[src/rtl/mem_ctrl.sv]
// -----------------------------------------------------------------------------
// mem_ctrl: arbitrates and sequences the single byte-wide RAM port between
// instruction fetch (IF) and the load/store stage (MEM).
//
// Each 1/2/4-byte request is split into byte cycles. Read data is assembled
// little-endian. Each requester gets a one-cycle done pulse when its
// transaction finishes.
//
// Optional feature: define MEM_CTRL_RR_EN for a round-robin tie-break between
// IF and MEM. Without it, MEM always wins a simultaneous request.
//
// Ports:
//   clk, rst          clock, synchronous active-high reset
//   rdy               global ready; 0 freezes the block (ram_wr forced 0)
//   if_req/if_addr    fetch request (always 4 bytes) and byte address
//   if_done/if_data   one-cycle completion pulse and fetched word
//   mem_req/mem_we    load/store request, 1 = store
//   mem_addr/mem_len  byte address and byte count (1, 2, anything else = 4)
//   mem_wdata         store data, low len bytes used
//   mem_done/mem_rdata one-cycle completion pulse, zero-extended load data
//   ram_din           RAM read byte, valid the cycle after its address
//   ram_dout/ram_a/ram_wr  RAM write byte, byte address, write strobe
// -----------------------------------------------------------------------------
module mem_ctrl #(
    parameter int ADDR_W = 32,
    parameter int DATA_W = 32
) (
    input  logic              clk,
    input  logic              rst,
    input  logic              rdy,
    input  logic              if_req,
    input  logic [ADDR_W-1:0] if_addr,
    output logic              if_done,
    output logic [DATA_W-1:0] if_data,
    input  logic              mem_req,
    input  logic              mem_we,
    input  logic [ADDR_W-1:0] mem_addr,
    input  logic [2:0]        mem_len,
    input  logic [DATA_W-1:0] mem_wdata,
    output logic              mem_done,
    output logic [DATA_W-1:0] mem_rdata,
    input  logic [7:0]        ram_din,
    output logic [7:0]        ram_dout,
    output logic [ADDR_W-1:0] ram_a,
    output logic              ram_wr
);

    typedef enum logic [1:0] {
        IDLE = 2'd0,
        RD   = 2'd1,
        WR   = 2'd2
    } state_t;

    state_t              state_r;
    state_t              state_nxt_s;

    logic                sel_mem_r;     // 1 = current transaction belongs to MEM
    logic [2:0]          n_r;           // effective byte count of the transaction
    logic [2:0]          cnt_r;         // cycles spent in RD/WR so far
    logic [DATA_W-1:0]   rbuf_r;        // read bytes captured so far
    logic [DATA_W-1:0]   wbuf_r;        // store bytes not yet driven, LSB first
    logic [ADDR_W-1:0]   ram_a_r;
    logic [7:0]          ram_dout_r;
    logic                ram_wr_r;
    logic                if_done_r;
    logic                mem_done_r;
    logic [DATA_W-1:0]   if_data_r;
    logic [DATA_W-1:0]   mem_rdata_r;

    logic                if_ok_s;
    logic                mem_ok_s;
    logic                grant_s;
    logic                grant_mem_s;
    logic                tie_mem_s;
    logic [2:0]          len_s;
    logic [1:0]          cap_idx_s;
    logic [DATA_W-1:0]   rd_word_s;

`ifdef MEM_CTRL_RR_EN
    logic                last_if_r;     // 1 = IF won the last grant, reset = MEM
`endif

    assign if_done   = if_done_r;
    assign if_data   = if_data_r;
    assign mem_done  = mem_done_r;
    assign mem_rdata = mem_rdata_r;
    assign ram_dout  = ram_dout_r;
    assign ram_a     = ram_a_r;
    // The RAM is frozen together with this block, so no strobe while rdy is low.
    assign ram_wr    = ram_wr_r & rdy;

    // Byte captured on this edge lands at lane cnt-1 (cnt runs 1..n while capturing).
    assign cap_idx_s = cnt_r[1:0] - 2'd1;

    // Read word with the byte currently on ram_din merged into its lane.
    always_comb begin
        rd_word_s = rbuf_r;
        rd_word_s[{cap_idx_s, 3'b000} +: 8] = ram_din;
    end

    // Arbitration, length decode and next-state logic.
    always_comb begin
        state_nxt_s = state_r;
        // A requester whose done pulse is high is dropping its request this cycle.
        if_ok_s     = if_req && !if_done_r;
        mem_ok_s    = mem_req && !mem_done_r;
        grant_s     = if_ok_s || mem_ok_s;
`ifdef MEM_CTRL_RR_EN
        tie_mem_s   = last_if_r;
`else
        tie_mem_s   = 1'b1;
`endif
        if (if_ok_s && mem_ok_s) begin
            grant_mem_s = tie_mem_s;
        end else begin
            grant_mem_s = mem_ok_s;
        end
        case (mem_len)
            3'd1:    len_s = 3'd1;
            3'd2:    len_s = 3'd2;
            default: len_s = 3'd4;
        endcase
        case (state_r)
            IDLE: begin
                if (grant_s) begin
                    if (grant_mem_s && mem_we) begin
                        state_nxt_s = WR;
                    end else begin
                        state_nxt_s = RD;
                    end
                end else begin
                    state_nxt_s = IDLE;
                end
            end
            RD: begin
                if (cnt_r == n_r) begin
                    state_nxt_s = IDLE;
                end else begin
                    state_nxt_s = RD;
                end
            end
            WR: begin
                if (cnt_r + 3'd1 == n_r) begin
                    state_nxt_s = IDLE;
                end else begin
                    state_nxt_s = WR;
                end
            end
            default: state_nxt_s = IDLE;
        endcase
    end

    // State register; rdy low holds the state.
    always_ff @(posedge clk) begin
        if (rst) begin
            state_r <= IDLE;
        end else if (rdy) begin
            state_r <= state_nxt_s;
        end
    end

    // Datapath: address/byte sequencing, read assembly and registered outputs.
    always_ff @(posedge clk) begin
        if (rst) begin
            sel_mem_r   <= 1'b0;
            n_r         <= 3'd0;
            cnt_r       <= 3'd0;
            rbuf_r      <= {DATA_W{1'b0}};
            wbuf_r      <= {DATA_W{1'b0}};
            ram_a_r     <= {ADDR_W{1'b0}};
            ram_dout_r  <= 8'd0;
            ram_wr_r    <= 1'b0;
            if_done_r   <= 1'b0;
            mem_done_r  <= 1'b0;
            if_data_r   <= {DATA_W{1'b0}};
            mem_rdata_r <= {DATA_W{1'b0}};
`ifdef MEM_CTRL_RR_EN
            last_if_r   <= 1'b0;
`endif
        end else if (rdy) begin
            if_done_r  <= 1'b0;
            mem_done_r <= 1'b0;
            case (state_r)
                IDLE: begin
                    if (grant_s) begin
                        sel_mem_r <= grant_mem_s;
                        ram_a_r   <= grant_mem_s ? mem_addr : if_addr;
                        n_r       <= grant_mem_s ? len_s : 3'd4;
                        cnt_r     <= 3'd0;
                        rbuf_r    <= {DATA_W{1'b0}};
                        if (grant_mem_s && mem_we) begin
                            ram_dout_r <= mem_wdata[7:0];
                            wbuf_r     <= mem_wdata >> 4'd8;
                            ram_wr_r   <= 1'b1;
                        end
`ifdef MEM_CTRL_RR_EN
                        last_if_r <= !grant_mem_s;
`endif
                    end
                end
                RD: begin
                    cnt_r <= cnt_r + 3'd1;
                    // Addresses run one cycle ahead of the captured bytes.
                    if (cnt_r + 3'd1 < n_r) begin
                        ram_a_r <= ram_a_r + ADDR_W'(1);
                    end
                    if (cnt_r != 3'd0) begin
                        rbuf_r <= rd_word_s;
                    end
                    if (cnt_r == n_r) begin
                        cnt_r <= 3'd0;
                        if (sel_mem_r) begin
                            mem_rdata_r <= rd_word_s;
                            mem_done_r  <= 1'b1;
                        end else begin
                            if_data_r   <= rd_word_s;
                            if_done_r   <= 1'b1;
                        end
                    end
                end
                WR: begin
                    if (cnt_r + 3'd1 == n_r) begin
                        cnt_r      <= 3'd0;
                        ram_wr_r   <= 1'b0;
                        mem_done_r <= 1'b1;
                    end else begin
                        cnt_r      <= cnt_r + 3'd1;
                        ram_a_r    <= ram_a_r + ADDR_W'(1);
                        ram_dout_r <= wbuf_r[7:0];
                        wbuf_r     <= wbuf_r >> 4'd8;
                    end
                end
                default: begin
                    cnt_r    <= 3'd0;
                    ram_wr_r <= 1'b0;
                end
            endcase
        end
    end

endmodule

[config.mk]
export PLATFORM = sky130hd
export DESIGN_NAME = mem_ctrl
export DESIGN_NICKNAME = d
export VERILOG_FILES = /design/src/rtl/mem_ctrl.sv
export SDC_FILE = /design/constraint.sdc
export NUM_CORES = 1
export LEC_CHECK = 0
export CAP_MARGIN = 20
export CORE_ASPECT_RATIO = 0.9
export CORE_MARGIN = 3
export CORE_UTILIZATION = 24
export CTS_BUF_LIST = sky130_fd_sc_hd__clkbuf_4 sky130_fd_sc_hd__clkbuf_8
export CTS_CLUSTER_SIZE = 25
export DETAILED_ROUTE_END_ITERATION = 8
export GPL_ROUTABILITY_DRIVEN = 1
export PLACE_DENSITY = 0.5
export SLEW_MARGIN = 25
export SYNTH_ARGS = -nofsm -noshare
export SYNTH_HDL_FRONTEND = slang
export SYNTH_SLANG_ARGS = --single-unit
[constraint.sdc]
create_clock -name clk -period 8.01 [get_ports clk]
set_input_delay 2.403 -clock clk [delete_from_list [all_inputs] [get_ports clk]]
set_output_delay 2.403 -clock clk [all_outputs]
set_load 0.02 [all_outputs]
=== Word level (Yosys, flattened, before mapping) ===
Cells that the tools add are included.

* Flip-flop bits (word level): 180
* Input port bits: 113
* Output and inout port bits: 107
* Logic and storage cells: 95

* $add $sub $neg: 4
* $lt $le $gt $ge: 1
* Equal/unequal tests: 12
* Shifts and indexed selects: 2
* Multiplexer cells: 40
* Bitwise gates (word level): 3
* Reduce and logical (&&, ||, !) cells: 20

{| class="wikitable"
|+ Operator list
! cell !! count
|-
| $mux W32 || 9
|-
| $pmux W32 S2 || 2
|-
| $pmux W32 S3 || 1
|-
| $add A32 B1 Y32 const B || 1
|-
| $bwmux W32 || 1
|-
| $shift A8 B7 Y32 const A || 1
|-
| $shiftx A8 B7 Y32 || 1
|-
| $mux W8 || 3
|-
| $pmux W8 S2 || 1
|-
| $reduce_and A5 Y1 || 3
|-
| $mux W3 || 4
|-
| $ne A2 B2 Y1 const B || 6
|-
| $reduce_and A4 Y1 || 3
|-
| $mux W1 || 11
|-
| $pmux W3 S3 || 1
|-
| $neg A5 Y7 || 1
|-
| $eq A3 B3 Y1 || 2
|-
| $mux W2 || 3
|-
| $pmux W2 S3 || 1
|-
| $pmux W3 S2 || 1
|-
| $reduce_bool A3 Y1 || 2
|-
| $logic_and A1 B1 Y1 || 4
|-
| $reduce_bool A2 Y1 || 2
|-
| $add A3 B1 Y3 const B || 1
|-
| 15 further kinds || 17
|}

=== Longest topological paths before layout ===
* Depth after elaboration: 8
* Mapped depth: 10
* Mapped depth without buffers: 9

=== Worst setup path before layout ===
No wires, ideal clock.

* Path type: input -> output
* From: input port rdy
* To: output port ram_wr
* Arrival: 2.819 ns
* Data required time: 5.607 ns
* Slack: 2.788 ns
* Stages: 2
* Path buffers: 1
* Path through: buf_2 and2_1

* Word-level cells in the longest chain between the ends: 1

{| class="wikitable"
|+ RTL lines
! item !! line !! RTL
|-
| start, declared || 30 || <nowiki>input logic rdy,</nowiki>
|-
| $and A1 B1 Y1 || 90 || <nowiki>assign ram_wr = ram_wr_r & rdy;</nowiki>
|-
| end, declared || 45 || <nowiki>output logic ram_wr</nowiki>
|}

No other way between the ends.

=== Worst setup path after layout ===
Same ends and word-level chain as after synthesis.

==> flow_metrics.py <==
metrics = {
    "outcome": {
        "status": "finished clean",
    },
    "sta": {
        "hold_violations": 0,
        "fmax_mhz": 158,
        "worst_pin_slew_ps": 971,
        "fin_crit_sh": 0.790,
        "final.setup_skew_ps": 31.5,
        "slew_headroom": 0.352,
        "period_minus_slack_ps": 6330,
        "setup_ws_ps": 1680,
        "maxSlewViolCount": 0,
        "rsz0062_at_grt": "no",
        "final.setup.tns_ps": 0,
        "setup_viol": 0,
    },
    "setup_path": {
        "slowest_delay_ps": 700,
        "crit_chain": "clkdlybuf4s50_1 > and2_1 > clkdlybuf4s50_1",
        "crit_family": "buffers and inverters",
        "crit_type": "primary input to primary output",
        "crit_top_cell": "clkdlybuf4s50_1",
        "worstSetupStartpointType": "primary input",
        "cp_num_buf_inv": 2,
        "crit_start": "rdy",
        "reg2reg_from": "cnt_r[0]",
        "slowest_stage": "clkdlybuf4s50_1",
        "cp.arrival_ps": 3930,
        "critPathCaptureType": "primary output",
        "required_ps": 5610,
        "cp_max_fo": 9,
    },
    "global_route": {
        "met3_usage": 0.0376,
        "grt_pass1_wl_mm": 43.5,
        "grt_max_degree": 100,
        "grt-ovfl-total": 0,
        "grt-busiest-layer": "met2",
        "grtUsageMet2": 0.236,
        "grt_usage": 0.145,
        "met1_usage": 0.197,
        "antenna_found_initial": 1,
        "grt_pass1_vias": 7539,
    },
    "die": {
        "die_y_um": 183,
        "rows": 64,
        "io_pins": 220,
        "die_w_um": 203,
        "dieArea_mm2": 0.0371,
        "design.core.area_mm2": 0.0342,
        "initial_utilization": 0.245,
    },
    "detailed_routing": {
        "ant_nets": 0,
        "avgViaCountPerCell": 4.74,
        "drcViolationCount": 0,
        "finalWirelength_mm": 27.6,
        "drtIter0Drc": 466,
        "wl_per_cell_um": 16.6,
        "firstDrtPassIters": 5,
        "vias": 7905,
    },
    "yosys": {
        "synth_cells": 1024,
        "synth.ff_latch_count": 172,
        "synthDistinctLibCells": 67,
        "synth_fp_nets": 1151,
        "synth_ff_type": "dfxtp_1",
        "synth_top_area_share": 0.412,
        "syn_avg_cell_area_um2": 8.17,
        "ys_async_sr_fraction": 0,
        "synth-warning-count": 0,
        "synth_edf_count": 0,
        "synth.top_cells.by_area": "dfxtp_1 41%, a211oi_1 8.6%, a21oi_1 7.4%",
        "seq_area_frac_synth": 0.412,
        "syn_area_mm2": 0.00836,
        "synth_largest_area_cell": "dfxtp_1",
    },
    "cells_and_area": {
        "stdcell_area_mm2": 0.0113,
        "antennaDiodeCount": 0,
        "multi_input_area_mm2": 0.00450,
        "seq_area_mm2": 0.00344,
        "layout_common_cells": "218 x clkdlybuf4s50_1, 172 x dfxtp_1, 124 x a21oi_1",
        "drive_gt1_frac": 0.0614,
        "nets": 1319,
        "mostFrequentLayoutCell": "clkdlybuf4s50_1",
        "area_growth_pct": 34.8,
        "fill_cells": 3639,
    },
    "power_and_ir_drop": {
        "swShare": 0.329,
        "switching_power_w": 0.000634,
        "clockPowerShare": 0.327,
        "p_leak_nw": 3.69,
        "power.share.sequential": 0.481,
        "combinationalPowerShare": 0.192,
        "power.internal_w": 0.00129,
        "p_per_area_mw_per_mm2": 171,
        "max-vdd-ir-drop_uv": 105,
    },
    "flow_run": {
        "maxCapViolations": 0,
    },
    "clock_network": {
        "insertion_delay_ps": 470,
        "cts_root_buffer": "clkbuf_8",
        "post_cts_resize_count": 0,
        "numCtsBuffers": 17,
        "clock-sinks": 172,
        "clk_pin_slew_ps": 90,
        "cts_setup_buffers": 0,
        "htreeDepth": 4,
        "cts_hold_buffers": 0,
        "clockBufferDepth": 2,
        "cts_tree": "yes",
    },
    "placed_design": {
        "port_buffers": 219,
        "gp_congestion": 0.783,
        "pre_cts_slack_ps": 1650,
        "placed_area_mm2": 0.0109,
        "place_hpwl_mm": 18.8,
    },
    "hold_path": {
        "hp-class": "register to register",
        "worstHoldStart": "rbuf_r[6]",
    },
}
[synthesized netlist by cell type (3+ instances only)]
master    instances
mux2i_1          32
a31oi_1          10
nor3_2            3
dfxtp_1         172
nor2_1          121
nor3_1            9
a21oi_1         124
clkbuf_1         40
xor2_1            4
nor4b_2           3
nand3b_1         33
and3_1            8
a41oi_1           4
nand2b_1          3
o22ai_1           4
a22oi_1           4
nor2b_1          33
buf_1             6
a211oi_1         96
buf_4             6
buf_2            26
and4_1            6
inv_1            19
o32ai_1           6
nand3_1          29
and2_1            3
nand2_1         119
ha_1             14
o21ai_0          33
nand4_1           6
[flip-flops by register name, indices dropped and copies added (netlist names), 2 cells and up]
signal / cells
mem_rdata: 32
rbuf_r: 32
n_r: 3
wbuf_r: 24
ram_dout: 8
if_data: 32
cnt_r: 3
state_r: 2
ram_a: 32
[through the flow]
stage,cells,utilization,hold slack (ps),total power (W)
6_report,1667,0.330,450,0.00192
2_1_floorplan,1024,-,427,0.00115
3_5_place_dp,1635,0.318,438,0.00132
5_1_grt,1667,0.330,467,0.00203
4_1_cts,1667,0.329,451,0.00195
3_3_place_gp,1635,0.318,433,0.00131
[power groups by stage]
stage	logic (W)	registers (W)	clock network [W]
2_1_floorplan	0.000178	0.000968	0
6_report	0.000369	0.000926	0.000628
5_1_grt	0.000402	0.000933	0.000697
3_5_place_dp	0.000372	0.000945	0
3_3_place_gp	0.000370	0.000945	0
4_1_cts	0.000373	0.000926	0.000656
[kinds of logic (layout without fill, tap and decap cells)]
logic type,count (synthesis),in the layout,synth area share
fa+ha+maj,14,14,0.0209
xor+xnor,4,4,0.00419
simple gates,398,398,0.241
flops,172,172,0.412
compound gates,302,302,0.230
mux,32,32,0.0383
buf+inv,102,283,0.0542
[final timing paths]
check,slack [ps],endpoint,cells past startpoint
min reg2reg,450,rbuf_r[6],2
max,1680,ram_wr,3
max reg2reg,4950,ram_a[22],8
min,450,rbuf_r[6],2
[worst min-delay path: cells and delay by family (launching register included)]
family             cells  cell delay [ps]
AOI/OAI and AO/OA      1               50
DFF                    1              310
and+or+nand+nor        1               50
[cell type report]
| class | instances | share of cell area |
|---|---|---|
| Clock inverter | 15 | 0.0149 |
| Inverter | 22 | 0.00733 |
| Timing Repair Buffer | 229 | 0.201 |
| Clock buffer | 17 | 0.0208 |
| Sequential cell | 172 | 0.306 |
| Multi-Input combinational cell | 750 | 0.399 |
| Tap cell | 462 | 0.0513 |
[metal layers]
metal	vias up	wire length, um
met3	16	1420
met2	157	12700
met5	-	9
met1	3725	13200
met4	2	255
li1	4005	-
No activity file was read; power rests on OpenSTA's default activity.
